### config.mk
export PLATFORM = sky130hd
export DESIGN_NAME = debounce_botao
export DESIGN_NICKNAME = d
export VERILOG_FILES = /design/src/rtl/debounce_botao.sv
export SDC_FILE = /design/constraint.sdc
export NUM_CORES = 1
export LEC_CHECK = 0
export CAP_MARGIN = 40
export CORE_AREA = 2 2 39 41
export DETAILED_ROUTE_END_ITERATION = 8
export DIE_AREA = 0 0 41 43
export GPL_TIMING_DRIVEN = 0
export PLACE_DENSITY_LB_ADDON = 0.08
export REMOVE_ABC_BUFFERS = 1
export SLEW_MARGIN = 25
export SYNTH_ARGS = -nofsm -noshare
export SYNTH_HDL_FRONTEND = slang
export SYNTH_SLANG_ARGS = --single-unit
### constraint.sdc
create_clock -name clk -period 1.6 [get_ports clk]
set_input_delay 0.48 -clock clk [delete_from_list [all_inputs] [get_ports clk]]
set_output_delay 0.48 -clock clk [all_outputs]
set_load 0.02 [all_outputs]
### src/rtl/debounce_botao.sv
// Push-button debouncer: two-flop synchronizer followed by a 4-state
// qualification FSM. Every flop updates on the falling clock edge so that
// d is stable around the rising edge of the downstream D flip-flop.
// N_ESTAVEL must satisfy 2 <= N_ESTAVEL <= 2**LARG_CONT - 1.
module debounce_botao #(
   parameter int N_ESTAVEL = 4,
   parameter int LARG_CONT = 3
) (
   input  logic clk,
   input  logic clear,
   input  logic botao,
   output logic d,
   output logic pulso,
   output logic ocupado
);

   typedef enum logic [1:0] {
      ESTAVEL0,
      VALIDA1,
      ESTAVEL1,
      VALIDA0
   } estado_t;

   localparam logic [LARG_CONT-1:0] CONT_MAX = LARG_CONT'(N_ESTAVEL - 1);
   localparam logic [LARG_CONT-1:0] CONT_UM  = LARG_CONT'(1);

   logic                 s1_q, s2_q;
   estado_t              estado_q, estado_d;
   logic [LARG_CONT-1:0] cont_q, cont_d;
   logic                 d_q, d_d;
   logic                 pulso_q, pulso_d;
   logic                 ocupado_q, ocupado_d;

   // Two-flop synchronizer: the only place botao is read.
   always_ff @(negedge clk or negedge clear) begin
      if (!clear) begin
         s1_q <= 1'b0;
         s2_q <= 1'b0;
      end else begin
         s1_q <= botao;
         s2_q <= s1_q;
      end
   end

   // State, counter and registered outputs.
   always_ff @(negedge clk or negedge clear) begin
      if (!clear) begin
         estado_q  <= ESTAVEL0;
         cont_q    <= '0;
         d_q       <= 1'b0;
         pulso_q   <= 1'b0;
         ocupado_q <= 1'b0;
      end else begin
         estado_q  <= estado_d;
         cont_q    <= cont_d;
         d_q       <= d_d;
         pulso_q   <= pulso_d;
         ocupado_q <= ocupado_d;
      end
   end

   // Next-state logic: a candidate level must be seen N_ESTAVEL consecutive
   // times; any opposite sample drops back to the stable state with cont=0.
   always_comb begin
      estado_d = estado_q;
      cont_d   = cont_q;
      d_d      = d_q;
      pulso_d  = 1'b0;
      unique case (estado_q)
         ESTAVEL0: begin
            if (s2_q) begin
               estado_d = VALIDA1;
               cont_d   = CONT_UM;
            end
         end
         VALIDA1: begin
            if (!s2_q) begin
               estado_d = ESTAVEL0;
               cont_d   = '0;
            end else if (cont_q == CONT_MAX) begin
               estado_d = ESTAVEL1;
               cont_d   = '0;
               d_d      = 1'b1;
               pulso_d  = 1'b1;
            end else begin
               cont_d = cont_q + CONT_UM;
            end
         end
         ESTAVEL1: begin
            if (!s2_q) begin
               estado_d = VALIDA0;
               cont_d   = CONT_UM;
            end
         end
         VALIDA0: begin
            if (s2_q) begin
               estado_d = ESTAVEL1;
               cont_d   = '0;
            end else if (cont_q == CONT_MAX) begin
               estado_d = ESTAVEL0;
               cont_d   = '0;
               d_d      = 1'b0;
            end else begin
               cont_d = cont_q + CONT_UM;
            end
         end
         default: begin
            estado_d = ESTAVEL0;
            cont_d   = '0;
         end
      endcase
      // ocupado is registered from the next state so it lines up with estado_q.
      ocupado_d = (estado_d == VALIDA1) || (estado_d == VALIDA0);
   end

   assign d       = d_q;
   assign pulso   = pulso_q;
   assign ocupado = ocupado_q;

endmodule

==> impl_metrics.env, run 1 <==
export IMPL_io_pins=6
export IMPL_antenna_found_initial=0
export IMPL_syn_area_um2=372
export IMPL_synthTopCellsByArea="dfrtn_1, nand2b_1, xor2_2"
export IMPL_grt_use_total_pct=7.86
export IMPL_final_setup_tns_ns=-1.46
export IMPL_htreeDepth=1
export IMPL_p_seq_share_pct=43.5
export IMPL_synth_area_leader_cell="dfrtn_1"
export IMPL_cts_root_buf="clkbuf_4"
export IMPL_gr_total_overflow=0
export IMPL_crit_chain="buf_6"
export IMPL_num_nets_final=45
export IMPL_drc=0
export IMPL_diodes=0
export IMPL_die_height_um=43
export IMPL_worst_pin_slew_ns=0.380
export IMPL_synth_common_cells="dfrtn_1, nand2b_1, nor2_1"
export IMPL_drive_gt1_share_pct=30.0
export IMPL_rows=14
export IMPL_skew_ns=0.00494
export IMPL_path_max_fanout=2
export IMPL_ys_types=17
export IMPL_grt_max_degree=10
export IMPL_hold_violations=0
export IMPL_yosysWarnings=0
export IMPL_seq_area_frac_synth_pct=60.6
export IMPL_grt_pass1_vias=221
export IMPL_cp_arrival_ns=1.64
export IMPL_dp_cells=49
export IMPL_p_int_w=0.000529
export IMPL_total_power_w=0.000774
export IMPL_max_cap_violations=0
export IMPL_crit_slowest_cell="dfrtn_1"
export IMPL_synth_top_flop_cell="dfrtn_1"
export IMPL_critPathBufInv=1
export IMPL_port_buffer_count=5
export IMPL_wl_per_cell_um=10.3
export IMPL_cts_clk_slew_worst_paths_ns=0.05
export IMPL_drt_iter0_markers=3
export IMPL_firstDrtPassIters=2
export IMPL_vias_per_cell=4.43
export IMPL_netlist_area_leader_share_pct=60.6
export IMPL_final_util_pct=35.7
export IMPL_p_leak_nw=0.215
export IMPL_required_ns=1.12
export IMPL_p_sw_w=0.000246
export IMPL_cts_sinks=9
export IMPL_area_growth_syn_to_layout_pct=33.0
export IMPL_syn_avg_cell_area_um2=13.3
export IMPL_hold_path_class="reg -> reg"
export IMPL_synth_edf_count=0
export IMPL_async_flop_share_pct=100
export IMPL_place_ws_ns=-0.840
export IMPL_core_um2=1380
export IMPL_clockBufferDepth=2
export IMPL_violations="negative setup slack"
export IMPL_critPathLaunchType="flip-flop"
export IMPL_vias=248
export IMPL_max_stage_delay_ns=0.44
export IMPL_finalSetupViolations=3
export IMPL_hpwlAfterDp_um=415
export IMPL_report_final_slew_viol_count=0
export IMPL_grt_pass1_wl_um=855
export IMPL_cpLargestDelayFamily="flip-flops"
export IMPL_ff_latch_area_um2=225
export IMPL_instances_no_fill=56
export IMPL_ant_nets=0
export IMPL_cts_hold_buf=0
export IMPL_p_sw_share_pct=31.7
export IMPL_rsz0062_at_grt="true"
export IMPL_gp_congestion=0.701
export IMPL_die_w_um=41
export IMPL_timing_worst_setup_path_type="reg -> out"
export IMPL_synth_cells=28
export IMPL_multi_input_area_um2=146
export IMPL_fp_dieArea_um2=1760
export IMPL_end_kind="output port"
export IMPL_status="complete, but fails checks"
export IMPL_cts_buffers=3
export IMPL_clock_latency_ns=0.26
export IMPL_cts_tree="built"
export IMPL_ys_ff_latch=9
export IMPL_start_util_pct=26.9
export IMPL_irDropWorstVdd_mv=0.555
export IMPL_slew_headroom_pct=74.6
export IMPL_worst_slack_ns=-0.519
export IMPL_pwr_share_clk_pct=21.5
export IMPL_nFillCells=141
export IMPL_pwr_share_comb_pct=35.0
export IMPL_yosysMostFrequentCell="dfrtn_1"
export IMPL_p_per_area_nw_per_um2=1570
export IMPL_drt_total_wl_um=578
[layout make-up]
class	instances	share of cell area, %
Sequential cell	9	45.6
Clock buffer	4	5.32
Tap cell	16	4.05
Timing Repair Buffer	8	15.4
Multi-Input combinational cell	19	29.6
[stage by stage]
stage | instance area (um^2) | hold slack (ns)
floorplan | 372 | 0.292
global placement | 442 | 0.298
detailed placement | 442 | 0.307
CTS | 487 | 0.307
global route | 494 | 0.321
finish | 494 | 0.306
[power groups by stage]
stage	registers, W	logic (W)	clock network, W
floorplan	0.000359	0.000129	0
finish	0.000337	0.000271	0.000166
detailed placement	0.000354	0.000210	0
global route	0.000345	0.000294	0.000181
global placement	0.000348	0.000207	0
CTS	0.000337	0.000256	0.000173
[registers in the layout, summed over array words and instances (netlist names)]
signal,cells
pulso,1
s2_q,1
estado_q,2
d,1
cont_q,3
s1_q,1
[final timing paths]
kind / startpoint / to / slack, ns / cells past startpoint
max: estado_q[0] / ocupado / -0.52 / 1
min: s1_q / s2_q / 0.31 / 0
max reg2reg: estado_q[0] / estado_q[1] / 0.29 / 4
max in group asynchronous: clear / cont_q[2] / 0.10 / 1
min reg2reg: s1_q / s2_q / 0.31 / 0
min in group asynchronous: clear / cont_q[1] / 1.19 / 1
[per-layer routing]
metal,global-route usage [%],wire length [um],vias up
met5,0,0,-
met1,8.14,263,121
li1,-,-,123
met3,6.28,34,0
met4,4.00,0,0
met2,10.9,279,4
[cell families (layout without fill, tap and decap cells)]
kind of cell,after synthesis,count (layout),synth area share [%]
buffers and inverters,0,12,0
DFF,9,9,60.6
xor gates and xnor gates,1,1,4.38
AOI/OAI and AO/OA,5,5,9.09
and+or+nand+nor,11,11,19.5
muxes,1,1,3.03
adders and majority gates,1,1,3.37
[repair_timing]
| action | CTS | global route |
|---|---|---|
| gates resized for setup | 18 | 0 |
| endpoints found under the setup margin | 3 | 3 |
| setup buffers | 2 | 1 |
[layout by cell type (no fill, tap or decap), types with 2 or more instances in the layout]
cell type,Yosys,layout
clkbuf_4,0,3
buf_4,0,3
nand2b_1,3,3
dfrtn_1,9,9
nor2_1,2,2
buf_6,0,3
clkdlybuf4s50_1,0,2
No activity file was read; power rests on OpenSTA's default activity.
==> run 2: changes to the inputs <==
--- a/config.mk
+++ b/config.mk
@@ -7,6 +7,7 @@
 export LEC_CHECK = 0
 export CAP_MARGIN = 40
 export CORE_AREA = 2 2 39 41
+export CTS_BUF_LIST = sky130_fd_sc_hd__clkbuf_4
 export DETAILED_ROUTE_END_ITERATION = 8
 export DIE_AREA = 0 0 41 43
 export GPL_TIMING_DRIVEN = 0
==> constraint.sdc (replaced) <==
create_clock -name clk -period 2.58 [get_ports clk]
set_input_delay 0.774 -clock clk [delete_from_list [all_inputs] [get_ports clk]]
set_output_delay 0.774 -clock clk [all_outputs]
set_load 0.02 [all_outputs]
==> run 2 against run 1 <==
Against the previous run: the run still ends with negative setup slack left; worst setup slack better by 0.20 ns; first-iteration DRC count up 100%; combinational power down 38%; final cell count unchanged; hold slack unchanged; clock skew down 0.0010 ns; clock-buffer cell count unchanged; die area unchanged; largest cell class unchanged; non-clock buffer count unchanged; register-to-register slack better by 0.99 ns; global-route usage unchanged; wire length unchanged.
==> impl_metrics.env, run 2 (synthesized netlist as in run 1, its figures left out) <==
export IMPL_crit_chain="buf_6"
export IMPL_die_w_um=41
export IMPL_drt_total_wl_um=578
export IMPL_worst_pin_slew_ns=0.381
export IMPL_grt_pass1_vias=221
export IMPL_ant_nets=0
export IMPL_worst_slack_ns=-0.322
export IMPL_cts_clk_slew_worst_paths_ns=0.04
export IMPL_die_height_um=43
export IMPL_grt_pass1_wl_um=855
export IMPL_rows=14
export IMPL_critPathLaunchType="flip-flop"
export IMPL_area_growth_syn_to_layout_pct=34.0
export IMPL_grt_max_degree=10
export IMPL_pwr_share_comb_pct=34.3
export IMPL_antenna_found_initial=0
export IMPL_p_sw_share_pct=30.9
export IMPL_crit_slowest_cell="dfrtn_1"
export IMPL_gr_total_overflow=0
export IMPL_port_buffer_count=5
export IMPL_final_setup_tns_ns=-0.866
export IMPL_hold_violations=0
export IMPL_cp_arrival_ns=2.13
export IMPL_wl_per_cell_um=10.3
export IMPL_drt_iter0_markers=6
export IMPL_layout_commonest_cell="dfrtn_1"
export IMPL_firstDrtPassIters=4
export IMPL_end_kind="output port"
export IMPL_multi_input_area_um2=146
export IMPL_irDropWorstVdd_mv=0.342
export IMPL_startpoint="estado_q[0]"
export IMPL_cpLargestDelayFamily="flip-flops"
export IMPL_worst_r2r_startpoint="estado_q[0]"
export IMPL_num_nets_final=45
export IMPL_p_sw_w=0.000151
export IMPL_largest_reg_flops=3
export IMPL_clockBufferDepth=2
export IMPL_htreeDepth=1
export IMPL_start_util_pct=26.9
export IMPL_report_final_slew_viol_count=0
export IMPL_p_seq_share_pct=42.7
export IMPL_drc=0
export IMPL_timing_worst_setup_path_type="reg -> out"
export IMPL_place_ws_ns=-0.644
export IMPL_layout_common_cells="dfrtn_1, clkbuf_4, nand2b_1, buf_6, buf_4"
export IMPL_max_cap_violations=0
export IMPL_slew_headroom_pct=74.5
export IMPL_p_int_w=0.000338
export IMPL_hold_path_class="reg -> reg"
export IMPL_skew_ns=0.00393
export IMPL_required_ns=1.81
export IMPL_gp_congestion=0.701
export IMPL_io_pins=6
export IMPL_cts_sinks=9
export IMPL_max_stage_delay_ns=0.44
export IMPL_critPathBufInv=1
export IMPL_largestRegisters="cont_q: 3 flops, estado_q: 2 flops"
export IMPL_nFillCells=140
export IMPL_vias_per_cell=4.48
export IMPL_cts_hold_buf=0
export IMPL_drive_gt1_share_pct=32.5
export IMPL_rsz0062_at_grt="true"
export IMPL_cts_tree="built"
export IMPL_p_per_area_nw_per_um2=982
export IMPL_cts_buffers=3
export IMPL_worstHoldStart="s1_q"
export IMPL_cts_root_buf="clkbuf_4"
export IMPL_whs_ns=0.306
export IMPL_core_um2=1380
export IMPL_ff_latch_area_um2=225
export IMPL_p_leak_nw=0.218
export IMPL_vias=251
export IMPL_finalSetupViolations=3
export IMPL_clock_latency_ns=0.26
export IMPL_violations="negative setup slack"
export IMPL_path_max_fanout=2
export IMPL_hpwlAfterDp_um=415
export IMPL_regMostFlops="cont_q"
export IMPL_status="complete, but fails checks"
export IMPL_fp_dieArea_um2=1760
export IMPL_pwr_share_clk_pct=23.1
export IMPL_grt_use_total_pct=7.86
export IMPL_diodes=0
==> run 2: cell counts in the layout (fill, tap and decap cells not counted) <==
No cell type changed its count.
==> run 2: through the flow <==
step                      utilization (%)  instance area, um^2  total power, W  instances
after detailed placement             31.9                  442        0.000350         49
after global routing                 36.0                  498        0.000520         56
final                                36.0                  498        0.000489         56
after global placement               31.9                  442        0.000344         49
after CTS                            35.4                  490        0.000485         55
after floorplan                         -                  372        0.000303         28
==> run 2: cell type report <==
type | instances | area share [%]
repair buffers | 8 | 15.3
clock buffers | 4 | 6.03
flip-flops and latches | 9 | 45.2
multi-input cells | 19 | 29.4
well taps | 16 | 4.02
==> run 2: worst paths after layout <==
kind	to	slack, ns	cells after the start
worst max register to register	estado_q[1]	1.28	4
worst max-delay path	ocupado	-0.32	1
worst min register to register	s2_q	0.31	0
worst min-delay path	s2_q	0.31	0
min in group asynchronous	cont_q[1]	1.97	1
max in group asynchronous	cont_q[2]	0.30	1
==> run 2: repair_timing <==
item                       4_1_cts  5_1_grt
resized for setup               18        0
setup endpoints to repair        3        3
pin swaps                        0        0
buffers inserted                 2        1
==> run 2: power groups by stage <==
stage | clock network [W] | logic, W | registers, W
final | 0.000113 | 0.000168 | 0.000209
after global routing | 0.000125 | 0.000182 | 0.000213
after CTS | 0.000118 | 0.000158 | 0.000209
after detailed placement | 0 | 0.000130 | 0.000219
after global placement | 0 | 0.000128 | 0.000216
after floorplan | 0 | 0.0000797 | 0.000223
==> run 2: layer usage <==
| layer | share of wire [%] | global-route usage [%] |
|---|---|---|
| met2 | 49 | 11.3 |
| met5 | 0 | 0 |
| met4 | 0 | 4.00 |
| met1 | 43 | 7.80 |
| met3 | 7.8 | 6.28 |
==> run 3: changes to the inputs <==
--- a/config.mk
+++ b/config.mk
@@ -13,7 +13,6 @@
 export GPL_TIMING_DRIVEN = 0
 export PLACE_DENSITY_LB_ADDON = 0.08
 export REMOVE_ABC_BUFFERS = 1
-export SLEW_MARGIN = 25
 export SYNTH_ARGS = -nofsm -noshare
 export SYNTH_HDL_FRONTEND = slang
 export SYNTH_SLANG_ARGS = --single-unit
==> results of run 3 <==
No change in the layout: final DEF, timing and power equal those of run 2.
